==> config.mk <==
export PLATFORM = sky130hd
export DESIGN_NAME = id_ex_reg
export DESIGN_NICKNAME = d
export VERILOG_FILES = /design/src/rtl/id_ex_reg_pkg.sv /design/src/rtl/id_ex_reg_operand_wt_bypass.sv /design/src/rtl/id_ex_reg.sv
export SDC_FILE = /design/constraint.sdc
export NUM_CORES = 1
export LEC_CHECK = 0
export CAP_MARGIN = 20
export CORE_AREA = 2 2 278 280
export DETAILED_ROUTE_END_ITERATION = 6
export DIE_AREA = 0 0 280 282
export PLACE_DENSITY = 0.49
export SYNTH_ARGS = -nofsm -noshare
export SYNTH_HDL_FRONTEND = slang
export SYNTH_SLANG_ARGS = --single-unit
export TNS_END_PERCENT = 20
==> constraint.sdc <==
create_clock -name clk -period 3.5 [get_ports clk]
set_input_delay 0.7 -clock clk [delete_from_list [all_inputs] [get_ports clk]]
set_output_delay 0.7 -clock clk [all_outputs]
set_load 0.05 [all_outputs]
==> src/rtl/id_ex_reg_pkg.sv <==
// Shared core definitions for the NPC pipeline registers: widths, the ID/EX
// payload layout and the write-through match rule.
package id_ex_reg_pkg;

  localparam int CORE_XLEN = 64;
  localparam int REG_IDX_W = 5;
  localparam int INST_W    = 32;

  typedef struct packed {
    logic [CORE_XLEN-1:0] pc;
    logic [INST_W-1:0]    inst;
    logic [REG_IDX_W-1:0] rs1;
    logic [REG_IDX_W-1:0] rs2;
    logic [REG_IDX_W-1:0] rd;
    logic                 rd_w_en;
    logic                 is_load;
    logic [CORE_XLEN-1:0] src1;
    logic [CORE_XLEN-1:0] src2;
    logic [CORE_XLEN-1:0] imm;
  } id_ex_payload_t;

  // x0 is hardwired to zero, so a WB write to it must never be forwarded.
  function automatic logic wt_hit(input logic                 wb_en,
                                  input logic [REG_IDX_W-1:0] wb_rd,
                                  input logic [REG_IDX_W-1:0] rs);
    return wb_en && (wb_rd != '0) && (wb_rd == rs);
  endfunction

endpackage

==> src/rtl/id_ex_reg_operand_wt_bypass.sv <==
// Register-file write-through for one source operand: picks the WB value when
// WB is writing the register this operand was read from in the same cycle.
module operand_wt_bypass
  import id_ex_reg_pkg::*;
#(
  parameter int XLEN = CORE_XLEN
) (
  input  logic                 wb_rd_w_en_i,
  input  logic [REG_IDX_W-1:0] wb_rd_i,
  input  logic [XLEN-1:0]      wb_rd_data_i,
  input  logic [REG_IDX_W-1:0] rs_i,
  input  logic [XLEN-1:0]      src_i,
  output logic [XLEN-1:0]      src_o
);

  assign src_o = wt_hit(wb_rd_w_en_i, wb_rd_i, rs_i) ? wb_rd_data_i : src_i;

endmodule

==> src/rtl/id_ex_reg.sv <==
// ID/EX pipeline register: valid/ready handshake, load-use bubble insertion,
// branch flush and WB write-through into the captured operands.
module id_ex_reg
  import id_ex_reg_pkg::*;
#(
  parameter int XLEN  = CORE_XLEN,
  parameter int CNT_W = 32
) (
  input  logic                 clk,
  input  logic                 rst_n,
  input  logic                 id_valid,
  output logic                 id_ready,
  input  logic [XLEN-1:0]      id_pc,
  input  logic [INST_W-1:0]    id_inst,
  input  logic [REG_IDX_W-1:0] id_rs1,
  input  logic [REG_IDX_W-1:0] id_rs2,
  input  logic [REG_IDX_W-1:0] id_rd,
  input  logic                 id_rd_w_en,
  input  logic                 id_is_load,
  input  logic [XLEN-1:0]      id_src1,
  input  logic [XLEN-1:0]      id_src2,
  input  logic [XLEN-1:0]      id_imm,
  input  logic                 if_id_stall,
  input  logic                 ex_flush,
  input  logic                 wb_rd_w_en,
  input  logic [REG_IDX_W-1:0] wb_rd,
  input  logic [XLEN-1:0]      wb_rd_data,
  output logic                 ex_valid,
  input  logic                 ex_ready,
  output logic [XLEN-1:0]      ex_pc,
  output logic [INST_W-1:0]    ex_inst,
  output logic [REG_IDX_W-1:0] ex_rs1,
  output logic [REG_IDX_W-1:0] ex_rs2,
  output logic [REG_IDX_W-1:0] ex_rd,
  output logic                 ex_rd_w_en,
  output logic                 ex_is_load,
  output logic [XLEN-1:0]      ex_src1,
  output logic [XLEN-1:0]      ex_src2,
  output logic [XLEN-1:0]      ex_imm,
  output logic [CNT_W-1:0]     bubble_cnt
);

  logic                 valid_q, valid_d;
  logic [XLEN-1:0]      pc_q, pc_d;
  logic [INST_W-1:0]    inst_q, inst_d;
  logic [REG_IDX_W-1:0] rs1_q, rs1_d, rs2_q, rs2_d, rd_q, rd_d;
  logic                 rd_w_en_q, rd_w_en_d, is_load_q, is_load_d;
  logic [XLEN-1:0]      src1_q, src1_d, src2_q, src2_d, imm_q, imm_d;
  logic [CNT_W-1:0]     bcnt_q, bcnt_d;
  logic [XLEN-1:0]      wt_src1, wt_src2;
  logic                 advance;

  assign advance  = ~valid_q | ex_ready;
  assign id_ready = ex_flush | (advance & ~if_id_stall);

  operand_wt_bypass #(.XLEN(XLEN)) u_wt_src1 (
    .wb_rd_w_en_i(wb_rd_w_en), .wb_rd_i(wb_rd), .wb_rd_data_i(wb_rd_data),
    .rs_i(id_rs1), .src_i(id_src1), .src_o(wt_src1)
  );

  operand_wt_bypass #(.XLEN(XLEN)) u_wt_src2 (
    .wb_rd_w_en_i(wb_rd_w_en), .wb_rd_i(wb_rd), .wb_rd_data_i(wb_rd_data),
    .rs_i(id_rs2), .src_i(id_src2), .src_o(wt_src2)
  );

  always_comb begin
    valid_d   = valid_q;
    pc_d      = pc_q;
    inst_d    = inst_q;
    rs1_d     = rs1_q;
    rs2_d     = rs2_q;
    rd_d      = rd_q;
    rd_w_en_d = rd_w_en_q;
    is_load_d = is_load_q;
    src1_d    = src1_q;
    src2_d    = src2_q;
    imm_d     = imm_q;
    bcnt_d    = bcnt_q;
    // Empty slots always carry rd=0 so hazard/forward compares never match.
    if (ex_flush || (advance && (if_id_stall || !id_valid))) begin
      valid_d   = 1'b0;
      rd_d      = '0;
      rd_w_en_d = 1'b0;
      is_load_d = 1'b0;
      if (!ex_flush && if_id_stall && (bcnt_q != '1))
        bcnt_d = bcnt_q + CNT_W'(1);
    end else if (advance) begin
      valid_d   = 1'b1;
      pc_d      = id_pc;
      inst_d    = id_inst;
      rs1_d     = id_rs1;
      rs2_d     = id_rs2;
      rd_d      = id_rd;
      rd_w_en_d = id_rd_w_en;
      is_load_d = id_is_load;
      src1_d    = wt_src1;
      src2_d    = wt_src2;
      imm_d     = id_imm;
    end
  end

  always_ff @(posedge clk or negedge rst_n) begin
    if (!rst_n) begin
      valid_q   <= 1'b0;
      pc_q      <= '0;
      inst_q    <= '0;
      rs1_q     <= '0;
      rs2_q     <= '0;
      rd_q      <= '0;
      rd_w_en_q <= 1'b0;
      is_load_q <= 1'b0;
      src1_q    <= '0;
      src2_q    <= '0;
      imm_q     <= '0;
      bcnt_q    <= '0;
    end else begin
      valid_q   <= valid_d;
      pc_q      <= pc_d;
      inst_q    <= inst_d;
      rs1_q     <= rs1_d;
      rs2_q     <= rs2_d;
      rd_q      <= rd_d;
      rd_w_en_q <= rd_w_en_d;
      is_load_q <= is_load_d;
      src1_q    <= src1_d;
      src2_q    <= src2_d;
      imm_q     <= imm_d;
      bcnt_q    <= bcnt_d;
    end
  end

  assign ex_valid   = valid_q;
  assign ex_pc      = pc_q;
  assign ex_inst    = inst_q;
  assign ex_rs1     = rs1_q;
  assign ex_rs2     = rs2_q;
  assign ex_rd      = rd_q;
  assign ex_rd_w_en = rd_w_en_q;
  assign ex_is_load = is_load_q;
  assign ex_src1    = src1_q;
  assign ex_src2    = src2_q;
  assign ex_imm     = imm_q;
  assign bubble_cnt = bcnt_q;

endmodule

==> results.env <==
OUTCOME='finished, final reports clean'
CP_DATA_REQUIRED_TIME_PS=2800
POSTSYNTHNETCOUNT=1619
SETUP_REPAIR_AFTER_GLOBAL_ROUTING_MISSED_ITS_MARGIN='no'
DP_HPWL_MM=46.0
CTS_TREE='done'
CTS-RESIZED-GATES=0
ASYNCSETRESETFLOPFRACSYNTH_PCT=100
POST-CTS-SETUP-BUFFER-COUNT=0
WORST-ENDPOINT-ARRIVAL_PS=2220
SETUP_FAILING_EPS_FINAL=0
CTS-ROOT-BUF='sky130_fd_sc_hd__clkbuf_16'
POSTROUTEANTENNANETS=0
TIMING_WORST_SLEW_PIN_VALUE_PS=796
DRT_FIRST_PASS_ITERS=5
CRITPATHCAPTURETYPE='output port'
ROUTEDWLPERCELL_UM=19.9
CRIT_PATH_MAX_FANOUT=5
SYNTH_AREA_MM2=0.0141
CTS.HOLD.BUFFERS_ADDED=0
SYNTH_TOP_AREA_SHARE_PCT=59.9
MAX_CAP_VIOLATIONS=0
FP.COREAREA_MM2=0.0757
FINALWEIGHTEDCONGESTION=0.855
ANTENNA_FOUND_INITIAL=12
GRT_PASS1_VIAS=12700
PEAK_VDD_IR_mV=0.375
FINALMAXSLEWVIOLATIONS=0
MAXCLOCKFREQUENCY_MHz=343
BOUNDARYPINS=720
DRT_FIRST_ITER_VIOLATIONS=482
PORT-BUFFER-COUNT=719
NUMCTSBUFFERS=42
FINALINSTANCEAREA_MM2=0.0238
SYNTH.LARGEST_AREA_CELL='sky130_fd_sc_hd__dfrtp_1'
GRT_MAX_DEGREE=83
CRIT_TYPE='input port to output port'
HTREE_LEVELS=2
SYNTH.FF_LATCH_COUNT=338
DR_TOTAL_VIAS=12200
FILLCELLCOUNT=7792
SYNTHESIS.AREA_PER_INSTANCE_UM2=11.4
FINALSETUPTNS_PS=0
SYN-INSTANCE-COUNT=1237
SKEW_PS=13.7
SYNTH-WARNING-COUNT=0
LAYOUT-AREA-OVERHEAD-VS-SYNTH_PCT=68.8
GLOBAL_ROUTE_WIRE_LENGTH_BEFORE_REPAIR_MM=84.7
NUMBER_OF_ENABLE_FLIP_FLOP_CELLS_AFTER_SYNTHESIS=0
POSTROUTEWIRELENGTH_MM=59.2
CTS.PATH.MAX_BUFFERS=3
TIMING.MAX_SLEW.REL_SLACK_PCT=46.9
CELLPOWERDENSITY_mW_PER_MM2=627
DIE_WIDTH_UM=280
FP.DIEH_UM=282
WORSTSETUPSTARTPOINTTYPE='input port'
PERIOD_SHARE_PCT=83.4
SEQ_AREA_FRAC_SYNTH_PCT=59.9
CLOCK_SINK_COUNT=338
POST_ROUTE_CELLS_DRIVE_ABOVE_1_SHARE_PCT=11.5
STD_CELL_ROWS=101
POST_DETAILED_PLACEMENT_CELL_AREA_MM2=0.0225
SYNTH_TOP_FLOP_CELL='sky130_fd_sc_hd__dfrtp_1'
GRT.OVERFLOW.TOTAL=0
CLKTRANSATPATHREGS_PS=50
PERIOD_NEEDED_PS=2920
DESIGN.DIE.AREA_MM2=0.0790
POWER.LEAKAGE_nW=9.53
NETLIST-CELL-TYPE-COUNT=35
SYNTH_AREA_LEADERS='sky130_fd_sc_hd__dfrtp_1, sky130_fd_sc_hd__mux2_2, sky130_fd_sc_hd__nand2_1, sky130_fd_sc_hd__a31oi_1, sky130_fd_sc_hd__mux2_1'
GRTUSAGETOTAL_PCT=14.4
CLKLATENCYLATEPIN_PS=550
FLOORPLAN.INITIALDENSITY_PCT=18.7
POST-ROUTE-DRC-COUNT=0
TIMING.FINAL.HOLD_VIOLATIONS=0
FINALNETCOUNT=2346
ROUTE.DETAILED.VIAS_PER_INST=4.10
TIMING.HOLD.WORST.CLASS='input port to async pin'
-- worst max-delay path: stages --
cell	delay (ps)
sky130_fd_sc_hd__clkdlybuf4s50_1	570
sky130_fd_sc_hd__o21bai_1	140
sky130_fd_sc_hd__clkdlybuf4s50_1	810
-- metrics by stage --
stage / std cells / hold WS, ps / power (mW) / setup WS (ps) / utilization [%]
3_3_place_gp: 2898 / 469 / 10.9 / 504 / 29.7
4_1_cts: 2973 / 186 / 15.2 / 587 / 31.5
3_5_place_dp: 2898 / 475 / 10.9 / 461 / 29.7
5_1_grt: 2978 / 202 / 15.6 / 529 / 31.5
6_report: 2979 / 176 / 15.0 / 582 / 31.5
2_1_floorplan: 1237 / 404 / 8.41 / 1280 / -
-- registers in the layout, summed over array words and instances, names as in the netlist --
| register | count |
|---|---|
| ex_rd | 5 |
| ex_rs2 | 5 |
| ex_src2 | 64 |
| bubble_cnt | 32 |
| ex_rd_w_en | 1 |
| ex_imm | 64 |
| ex_pc | 64 |
| ex_is_load | 1 |
| ex_valid | 1 |
| ex_inst | 32 |
| ex_src1 | 64 |
| ex_rs1 | 5 |
-- cell type report --
| type | instances | area [um^2] | share of cell area, % |
|---|---|---|---|
| timing repair buffer | 760 | 7670 | 32.2 |
| sequential | 338 | 8460 | 35.5 |
| tap | 978 | 1220 | 5.13 |
| antenna | 6 | 15.0 | 0.0630 |
| inverter | 2 | 7.51 | 0.0315 |
| clock inverter | 11 | 72.6 | 0.304 |
| multi-input combinational | 820 | 5150 | 21.6 |
| clock buffer | 64 | 1230 | 5.18 |
-- report_power, final --
part / internal [mW] / total [mW] / leakage, nW / switching, mW
clock: 2.43 / 4.17 / 0.632 / 1.74
sequential: 4.63 / 5.08 / 3.97 / 0.457
combinational: 2.08 / 5.70 / 4.93 / 3.62
-- cells by family (layout without fill, tap and decap cells) --
kind of cell | Yosys count | count (layout) | synth area share [%]
and+or+nand+nor | 468 | 468 | 13.8
DFF | 338 | 338 | 59.9
muxes | 171 | 171 | 13.6
AOI/OAI and AO/OA | 139 | 139 | 6.33
buffers and inverters | 79 | 837 | 3.69
xor gates and xnor gates | 41 | 41 | 2.54
adders and majority gates | 1 | 1 | 0.0886
other | 0 | 6 | 0
-- path summary, 6_finish.rpt --
| check | startpoint | to | slack [ps] | cells past startpoint |
|---|---|---|---|---|
| max | ex_flush | id_ready | 580 | 3 |
| min in group clk | ex_pc[22] | ex_pc[22] | 480 | 1 |
| max reg2reg | bubble_cnt[0] | bubble_cnt[19] | 1200 | 6 |
| min reg2reg | ex_pc[22] | ex_pc[22] | 480 | 1 |
| max in group asynchronous | rst_n | ex_imm[32] | 2370 | 3 |
| min | rst_n | ex_imm[0] | 180 | 1 |
-- layout by cell type (no fill, tap or decap), drive strengths merged, types with 3 or more instances in the layout --
cell type and n:
nand2b 3, buf 42, clkdlybuf4s50 718, nand4 18, nand4b 3, clkinv 6, inv 3, nor4 4
diode 6, a22o 7, clkbuf 64, clkinvlp 4, xnor2 29, and3 6, mux2 171, xor2 12
nor2 138, nand3 16, dfrtp 338, nand2 266, a31oi 128, nor3 6
-- Yosys cell counts, drive strengths merged (3+ instances only) --
master,n
dfrtp,338
nand2,266
mux2,171
nor2,138
a31oi,128
buf,51
xnor2,29
clkbuf,26
nand4,18
nand3,16
xor2,12
a22o,7
and3,6
nor3,6
nor4,4
nand2b,3
nand4b,3
-- per-layer routing --
layer  GRT usage, %  vias up  wire length (um)
met3           4.06       99              4100
met5              0        -                34
met4           5.02        6              1650
li1               -     5728                 -
met2           24.0      449             29200
met1           17.6     5942             24200
No activity file was read; power rests on OpenSTA's default activity.
